**config.mk**
```make
export PLATFORM = sky130hd
export DESIGN_NAME = pwm_duty_meter
export DESIGN_NICKNAME = d
export VERILOG_FILES = /design/src/rtl/pwm_duty_meter.sv
export SDC_FILE = /design/constraint.sdc
export NUM_CORES = 1
export LEC_CHECK = 0
export BUFFER_PORTS_ARGS = -buffer_cell sky130_fd_sc_hd__buf_2
export CORE_MARGIN = 2
export CORE_UTILIZATION = 55
export CTS_CLUSTER_SIZE = 14
export DETAILED_ROUTE_END_ITERATION = 8
export GPL_TIMING_DRIVEN = 1
export PLACE_DENSITY = 0.82
export SYNTH_ARGS = -nofsm -noshare
export SYNTH_HDL_FRONTEND = slang
export SYNTH_SLANG_ARGS = --single-unit
```
**constraint.sdc**
```tcl
create_clock -name clk -period 6.85 [get_ports clk]
set_input_delay 1.0275 -clock clk [delete_from_list [all_inputs] [get_ports clk]]
set_output_delay 1.0275 -clock clk [all_outputs]
set_load 0.05 [all_outputs]
```
**src/rtl/pwm_duty_meter.sv**
```systemverilog
// Measures period and high time of a PWM waveform in clk cycles and reports the duty cycle
// in 10% steps, flagging inputs that stop toggling (stuck high or stuck low).
module pwm_duty_meter #(
  parameter int CNT_W       = 16,
  parameter int TIMEOUT     = 1000,
  parameter int SYNC_STAGES = 2
) (
  input  logic             clk,
  input  logic             rst,
  input  logic             enable,
  input  logic             pwm_in,
  output logic [CNT_W-1:0] period_cnt,
  output logic [CNT_W-1:0] high_cnt,
  output logic [3:0]       duty_step,
  output logic             meas_valid,
  output logic             stuck_high,
  output logic             stuck_low
);

  typedef enum logic [1:0] {IDLE, ARM, MEASURE, STUCK} state_t;

  localparam logic [CNT_W-1:0] CNT_MAX   = '1;
  localparam logic [CNT_W-1:0] TIMEOUT_C = CNT_W'(TIMEOUT);

  function automatic logic [CNT_W-1:0] sat_inc(input logic [CNT_W-1:0] v);
    return (v == CNT_MAX) ? v : v + 1'b1;
  endfunction

  // Largest k in 0..10 with k*per <= 10*hi; the comparisons are monotonic in k.
  function automatic logic [3:0] duty_of(input logic [CNT_W-1:0] per,
                                         input logic [CNT_W-1:0] hi);
    logic [CNT_W+3:0] hi10;
    logic [3:0]       k;
    hi10 = {4'b0, hi} * (CNT_W+4)'(10);
    k    = 4'd0;
    for (int i = 1; i <= 10; i++) begin
      if ((CNT_W+4)'(i) * {4'b0, per} <= hi10) k = 4'(i);
    end
    return k;
  endfunction

  state_t                 state_q, state_d;
  logic [SYNC_STAGES-1:0] sync_q;
  logic                   p_q;
  logic                   s, rise, fall, timeout;
  logic [CNT_W-1:0]       per_ctr_q, per_ctr_d;
  logic [CNT_W-1:0]       hi_ctr_q, hi_ctr_d;
  logic [CNT_W-1:0]       idle_ctr_q, idle_ctr_d;
  logic                   stk_hi_q, stk_hi_d;
  logic                   stk_lo_q, stk_lo_d;
  logic                   go_stuck;

  logic [CNT_W-1:0]       cap_per_p0_q, cap_per_p0_d;
  logic [CNT_W-1:0]       cap_hi_p0_q, cap_hi_p0_d;
  logic                   frc_p0_q, frc_p0_d;
  logic [3:0]             frc_duty_p0_q, frc_duty_p0_d;
  logic                   vld_p0_q, vld_p0_d;

  assign s       = sync_q[SYNC_STAGES-1];
  assign rise    = s & ~p_q;
  assign fall    = ~s & p_q;
  // An edge on the timeout cycle means the input is still toggling.
  assign timeout = (idle_ctr_q >= TIMEOUT_C) && !rise && !fall;

  // ---- input synchronizer and edge detect
  always_ff @(posedge clk) begin
    if (rst) begin
      sync_q <= '0;
      p_q    <= 1'b0;
    end else begin
      sync_q <= {sync_q[SYNC_STAGES-2:0], pwm_in};
      p_q    <= s;
    end
  end

  always_comb begin
    state_d       = state_q;
    per_ctr_d     = rise ? CNT_W'(1) : sat_inc(per_ctr_q);
    hi_ctr_d      = rise ? CNT_W'(1) : (s ? sat_inc(hi_ctr_q) : hi_ctr_q);
    idle_ctr_d    = (rise || fall) ? '0 : sat_inc(idle_ctr_q);
    stk_hi_d      = stk_hi_q;
    stk_lo_d      = stk_lo_q;
    cap_per_p0_d  = cap_per_p0_q;
    cap_hi_p0_d   = cap_hi_p0_q;
    frc_p0_d      = frc_p0_q;
    frc_duty_p0_d = frc_duty_p0_q;
    vld_p0_d      = 1'b0;
    go_stuck      = 1'b0;

    if (!enable) begin
      state_d    = IDLE;
      per_ctr_d  = '0;
      hi_ctr_d   = '0;
      idle_ctr_d = '0;
      stk_hi_d   = 1'b0;
      stk_lo_d   = 1'b0;
    end else begin
      case (state_q)
        IDLE: begin
          state_d    = ARM;
          per_ctr_d  = '0;
          hi_ctr_d   = '0;
          idle_ctr_d = '0;
        end
        ARM: begin
          if (rise)         state_d  = MEASURE;
          else if (timeout) go_stuck = 1'b1;
        end
        MEASURE: begin
          if (rise) begin
            cap_per_p0_d = per_ctr_q;
            cap_hi_p0_d  = hi_ctr_q;
            frc_p0_d     = 1'b0;
            vld_p0_d     = 1'b1;
          end else if (timeout) begin
            go_stuck = 1'b1;
          end
        end
        STUCK: begin
          if (rise || fall) begin
            state_d  = rise ? MEASURE : ARM;
            stk_hi_d = 1'b0;
            stk_lo_d = 1'b0;
          end
        end
        default: state_d = IDLE;
      endcase

      // Single report per stuck episode: STUCK is left only on an edge.
      if (go_stuck) begin
        state_d       = STUCK;
        stk_hi_d      = s;
        stk_lo_d      = ~s;
        cap_per_p0_d  = '0;
        cap_hi_p0_d   = '0;
        frc_p0_d      = 1'b1;
        frc_duty_p0_d = s ? 4'd10 : 4'd0;
        vld_p0_d      = 1'b1;
      end
    end
  end

  // ---- p0: FSM, counters and capture registers
  always_ff @(posedge clk) begin
    if (rst) begin
      state_q       <= IDLE;
      per_ctr_q     <= '0;
      hi_ctr_q      <= '0;
      idle_ctr_q    <= '0;
      stk_hi_q      <= 1'b0;
      stk_lo_q      <= 1'b0;
      cap_per_p0_q  <= '0;
      cap_hi_p0_q   <= '0;
      frc_p0_q      <= 1'b0;
      frc_duty_p0_q <= '0;
      vld_p0_q      <= 1'b0;
    end else begin
      state_q       <= state_d;
      per_ctr_q     <= per_ctr_d;
      hi_ctr_q      <= hi_ctr_d;
      idle_ctr_q    <= idle_ctr_d;
      stk_hi_q      <= stk_hi_d;
      stk_lo_q      <= stk_lo_d;
      cap_per_p0_q  <= cap_per_p0_d;
      cap_hi_p0_q   <= cap_hi_p0_d;
      frc_p0_q      <= frc_p0_d;
      frc_duty_p0_q <= frc_duty_p0_d;
      vld_p0_q      <= vld_p0_d;
    end
  end

  // ---- p1: report registers
  always_ff @(posedge clk) begin
    if (rst) begin
      period_cnt <= '0;
      high_cnt   <= '0;
      duty_step  <= '0;
      meas_valid <= 1'b0;
    end else begin
      meas_valid <= vld_p0_q;
      if (vld_p0_q) begin
        period_cnt <= cap_per_p0_q;
        high_cnt   <= cap_hi_p0_q;
        duty_step  <= frc_p0_q ? frc_duty_p0_q : duty_of(cap_per_p0_q, cap_hi_p0_q);
      end
    end
  end

  assign stuck_high = stk_hi_q;
  assign stuck_low  = stk_lo_q;

endmodule

```
======== Word-level counts from Yosys, hierarchy flattened ========
Cells that the tools add are included.
storage, ports and cells
  output and inout bits ................... 39
  register bits ........................... 130
  word-level logic and storage cells ...... 121
  input port bits ......................... 4
  memory bits (read-only) ................. 0
  memory bits (writable) .................. 0
  memories ................................ 0
  latch bits .............................. 0
cells by class
  $mul .................................... 7
  muxes and demuxes ....................... 42
  div/mod/pow operators ................... 0
  reduce and logical (&&, ||, !) cells .... 23
  add/sub/neg operators ................... 3
  order comparisons ....................... 11
  bitwise gates (word level) .............. 6
  shifts and indexed selects .............. 0
  equal/unequal tests ..................... 10
operators with widths
  kind                                                                                    number
  16-bit two-way mux                                                                      6
  19-bit by 20-bit less-or-equal comparator with 1-bit output                             4
  3-bit by 16-bit multiplier with 19-bit output (first input constant)                    3
  16-bit by 1-bit adder with 16-bit output (second input constant)                        3
  16-bit == test (second input constant)                                                  3
  4-bit two-way mux                                                                       11
  18-bit by 20-bit less-or-equal comparator with 1-bit output                             2
  20-bit less-or-equal comparator                                                         2
  2-bit by 16-bit multiplier with 18-bit output (first input constant)                    2
  16-bit by 20-bit less-or-equal comparator with 1-bit output                             1
  17-bit by 20-bit less-or-equal comparator with 1-bit output                             1
  4-bit by 16-bit multiplier with 20-bit output (first input constant)                    1
  1-bit two-way mux                                                                       20
  16-bit by 3-bit multiplier with 19-bit output (second input constant)                   1
  16-bit by 10-bit greater-or-equal comparator with 1-bit output (second input constant)  1
  2-bit nonzero test                                                                      5
  2-bit two-way mux                                                                       4
  2-bit AND reduction                                                                     4
  4-bit OR reduction                                                                      2
  3-bit != test (second input constant)                                                   2
  2-bit one-hot mux with 3 select lines                                                   1
  3-bit AND reduction                                                                     2
  2-bit == test (second input constant)                                                   2
  2-bit != test (second input constant)                                                   2
  other kinds (10)                                                                        17

======== Logic depth before layout (Yosys ltp) ========
  depth in word-level cells ............... 13
  depth in mapped cells ................... 25
  gate-level depth less buffers ........... 25

======== Worst setup path after synthesis ========
OpenSTA, ideal clock, no wires.
  kind .................................... register to register
  start point ............................. register cap_per_p0_q[3]
  end point ............................... register duty_step[2]
  period minus slack after synthesis ...... 5.264 ns
  library setup time ...................... 0.101 ns
  buffers on the path ..................... 0
  cell stages (with the launch flop) ...... 23
  required time ........................... 6.749 ns
  setup slack ............................. 1.586 ns
  data arrival time ....................... 5.163 ns
  cells stage by stage .................... dfxtp_1 ha_1 ha_1 fa_1 a21o_1 a21oi_1 o21bai_1 a21oi_1 o21bai_1 a21oi_1 o21bai_1 a2111oi_0 nor2_1 xnor2_1 ha_1 nand3_1 o21ai_0 maj3_1 a2111oi_0 a311o_1 or4_1 nor2b_1 o41ai_1
between the ends
  longest elaborated chain between the ends .. 11
  elaborated cells between the ends (all ways) .. 23
  those cells by class .................... 6 x mul; 8 x order compare; 9 x mux
RTL lines
  what                                                         RTL line  RTL
  start: declaration                                           53        logic [CNT_W-1:0] cap_per_p0_q, cap_per_p0_d;
  start signal: assignment                                     164       cap_per_p0_q <= cap_per_p0_d;
  2-bit by 16-bit multiplier with 18-bit output                37        if ((CNT_W+4)'(i) * {4'b0, per} <= hi10) k = 4'(i);
  18-bit by 20-bit less-or-equal comparator with 1-bit output  37
  4-bit two-way mux (7 in a row)                               37
  4-bit two-way mux (*)                                        37
  4-bit two-way mux (*)                                        184       duty_step <= frc_p0_q ? frc_duty_p0_q : duty_of(cap_per_p0_q, cap_hi_p0_q);
  end signal: assignment                                       184
  end: declaration                                             14        output logic [3:0] duty_step,
Mark *: on every way between the ends. The rest lies on a longest branch, timed or not.
A chain may end at the register's enable or synchronous reset.

======== Worst setup path in the final report ========
  start point ............................. register cap_per_p0_q[1]
  end point ............................... register duty_step[2]
Same word-level chain as after synthesis.

==> impl_metrics.json <==
{
  "ctsLongestPathBuffers": 2,
  "cts_inserted_buffers": 17,
  "clk_root_buffer_cell": "clkbuf_16",
  "worst_slew_pin_slew_ns": 1.15,
  "total_core_area_mm2": 0.0227,
  "cellLeakagePower_nw": 6.58,
  "fmaxAchievable_ghz": 0.166,
  "setup-violations-final": 0,
  "switching_share_pct": 22.2,
  "seq_area_frac_synth_pct": 20.0,
  "finalHoldViolCount": 0,
  "overall_power_of_the_completed_layout_mw": 1.70,
  "cp.required_ns": 7.16,
  "ys.flop_type": "dfxtp_1",
  "cts_tree": "yes",
  "netSwitchingPower_mw": 0.379,
  "synth_cell_area_mm2": 0.0127,
  "antenna_found_initial": 1,
  "outcome": "completed",
  "pin_count_of_the_biggest_net_entering_global_routing": 46,
  "setup_repair_after_global_routing_missed_its_margin": "no",
  "syn-mean-instance-area_um2": 8.67,
  "via_count": 11474,
  "floorplan.initialDensity_pct": 56.0,
  "internal_power_mw": 1.32,
  "fin_worst_skew_ns": 0.0126,
  "drv_slew": 0,
  "n_fill_cell": 1887,
  "number_of_warnings_issued_by_yosys": 0,
  "wire_length_of_the_first_global_routing_pass_mm": 56.1,
  "area_growth_syn_to_layout_pct": 10.2,
  "cts-htree-levels": 4,
  "comb_power_share_pct": 1.4,
  "yosys-top-cells-count": "ha_1 (274), nor2_1 (140), dfxtp_1 (127)",
  "fp-row-count": 55,
  "grt.overflow.total": 0,
  "synth.largest_area_cell": "ha_1",
  "route.final.wire_length_mm": 34.0,
  "critical_path.startpoint_type": "flop",
  "mappedNetlistNets": 1766,
  "synth_most_common_cell": "ha_1",
  "fp.dieW_um": 156,
  "worst-path-max-fanout": 13,
  "setup_tns_ns": 0,
  "power.share.clock_pct": 55.0,
  "synth-seq-cells": 127,
  "dp.final_hpwl_mm": 25.9,
  "die_area_mm2": 0.0244,
  "synth.area.top_cells": "ha_1 (27%), dfxtp_1 (20%), xnor2_1 (4.5%), a21oi_1 (4.5%), nor2_1 (4.1%)",
  "firstDrtPassIters": 5,
  "vias_per_cell": 6.27,
  "ant_nets": 0,
  "globalplace.congestion": 0.947,
  "hold_class": "flop to flop",
  "detail_route.drc_violations": 0,
  "endpoint_kind": "flop",
  "finalCritPeriodShare_pct": 87.9,
  "synthDistinctLibCells": 71,
  "cts_hold_repair.buffers": 0,
  "postSynthCellCount": 1468,
  "power_frac_seq_pct": 43.6,
  "post-route-util_pct": 61.8,
  "clock_latency_at_the_later_pin_of_the_worst_skew_pair_ns": 0.42,
  "maxSlewHeadroom_pct": 23.3,
  "cts.reportedPaths.clkPinSlew_ns": 0.06,
  "die-height_um": 156,
  "proportion_of_layout_cells_with_a_drive_suffix_above_1_pct": 8.36,
  "nNetsFinal": 1828,
  "maxCapViolCount": 0,
  "instances_no_fill": 1829,
  "critPathKind": "flop to flop",
  "cts.sink_count": 127,
  "first_iter_violations": 697,
  "synth-edff-count": 0,
  "power_density_mw_per_mm2": 121,
  "post_cts.repair.setup_buffers": 0,
  "post-synth-top-area-fraction_pct": 26.9,
  "via_count_of_the_first_global_routing_pass": 11649,
  "period_needed_ns": 6.02,
  "io_buffers": 42,
  "critPathArrivalTime_ns": 6.33,
  "dp.cells": 1796,
  "io-pin-count": 43,
  "grt_util_all_layers_pct": 28.6,
  "wire_per_inst_um": 18.6,
  "max-vdd-ir-drop_uv": 204,
  "post_cts_resize_count": 0,
  "seq_area_mm2": 0.00254,
  "synth_async_sr_flop_share_pct": 0,
  "multi_input_gate_area_mm2": 0.00982
}
kinds of logic (layout without fill, tap and decap cells):
group | after synthesis | after routing | share of synthesized area, %
buf+inv | 98 | 173 | 2.91
other cells | 0 | 1 | 0
simple gates | 423 | 423 | 16.5
xor+xnor | 100 | 100 | 6.99
mux | 39 | 39 | 3.08
flops | 127 | 127 | 20.0
compound gates | 377 | 377 | 19.6
fa+ha+maj | 304 | 304 | 30.9
registers in the layout, indices dropped and copies added (netlist names), 2 cells and up:
name,count
high_cnt,16
sync_q,2
cap_per_p0_q,16
period_cnt,16
hi_ctr_q,16
per_ctr_q,16
cap_hi_p0_q,16
duty_step,4
idle_ctr_q,16
state_q,2
power groups by stage:
stage / combinational, mW / clock (mW) / sequential [mW]
global placement: 0.0221 / 0 / 0.759
CTS: 0.0237 / 0.947 / 0.742
detailed placement: 0.0229 / 0 / 0.759
finish: 0.0243 / 0.937 / 0.743
floorplan: 0.0172 / 0 / 0.758
global route: 0.0261 / 0.981 / 0.742
final cells by class:
type | instances | share of cell area (%)
Timing Repair Buffer | 71 | 3.05
Inverter | 70 | 1.89
Multi-Input combinational cell | 1243 | 70.0
Clock buffer | 18 | 3.06
Clock inverter | 14 | 1.28
Tap cell | 285 | 2.54
Antenna cell | 1 | 0.0178
Sequential cell | 127 | 18.1
critical path, stage by stage (launching register included):
cell	delay, ns
dfxtp_1	0.70
ha_1	0.34
ha_1	0.26
fa_1	0.41
a21o_1	0.18
a21oi_1	0.22
o21bai_1	0.10
a21oi_1	0.24
o21bai_1	0.12
a21oi_1	0.24
o21bai_1	0.12
a2111oi_0	0.57
nor2_1	0.13
xnor2_1	0.23
ha_1	0.29
nand3_1	0.10
o21ai_0	0.10
maj3_1	0.35
a2111oi_0	0.43
a311o_1	0.24
or4_1	0.14
nor2b_1	0.05
o41ai_1	0.36
stage by stage:
stage	setup WS, ns	hold slack (ns)	area [µm²]
2_1_floorplan	1.59	0.414	12700
3_3_place_gp	1.06	0.418	13400
3_5_place_dp	0.897	0.438	13400
4_1_cts	0.864	0.443	14000
5_1_grt	0.410	0.462	14000
6_report	0.827	0.435	14000
worst paths after layout:
path,from,to,slack (ns),depth (start not counted)
setup / recovery,cap_per_p0_q[1],duty_step[2],0.83,22
hold / removal,sync_q[0],sync_q[1],0.43,1
setup reg to reg,cap_per_p0_q[1],duty_step[2],0.83,22
hold reg to reg,sync_q[0],sync_q[1],0.43,1
routing by layer:
metal	vias to the layer above	global-route usage, %	wire [µm]
met3	128	4.31	1960
met5	-	0	0
li1	5552	-	-
met1	5432	34.1	14300
met2	362	49.7	16100
met4	0	15.1	1650
layout by cell type, fill, tap and decap left out, drive strengths merged, types with 28 or more instances in the layout:
| cell type | count |
|---|---|
| nor2b | 32 |
| nand2 | 56 |
| dfxtp | 127 |
| nor2 | 140 |
| o21a | 31 |
| mux2i | 38 |
| o21ai | 71 |
| xnor2 | 66 |
| a21oi | 115 |
| nor3 | 35 |
| ha | 274 |
| xor2 | 33 |
| buf | 71 |
| a22o | 30 |
| inv | 74 |
| nand4 | 28 |
| nand3 | 45 |
(Power assumes the default switching activity.)
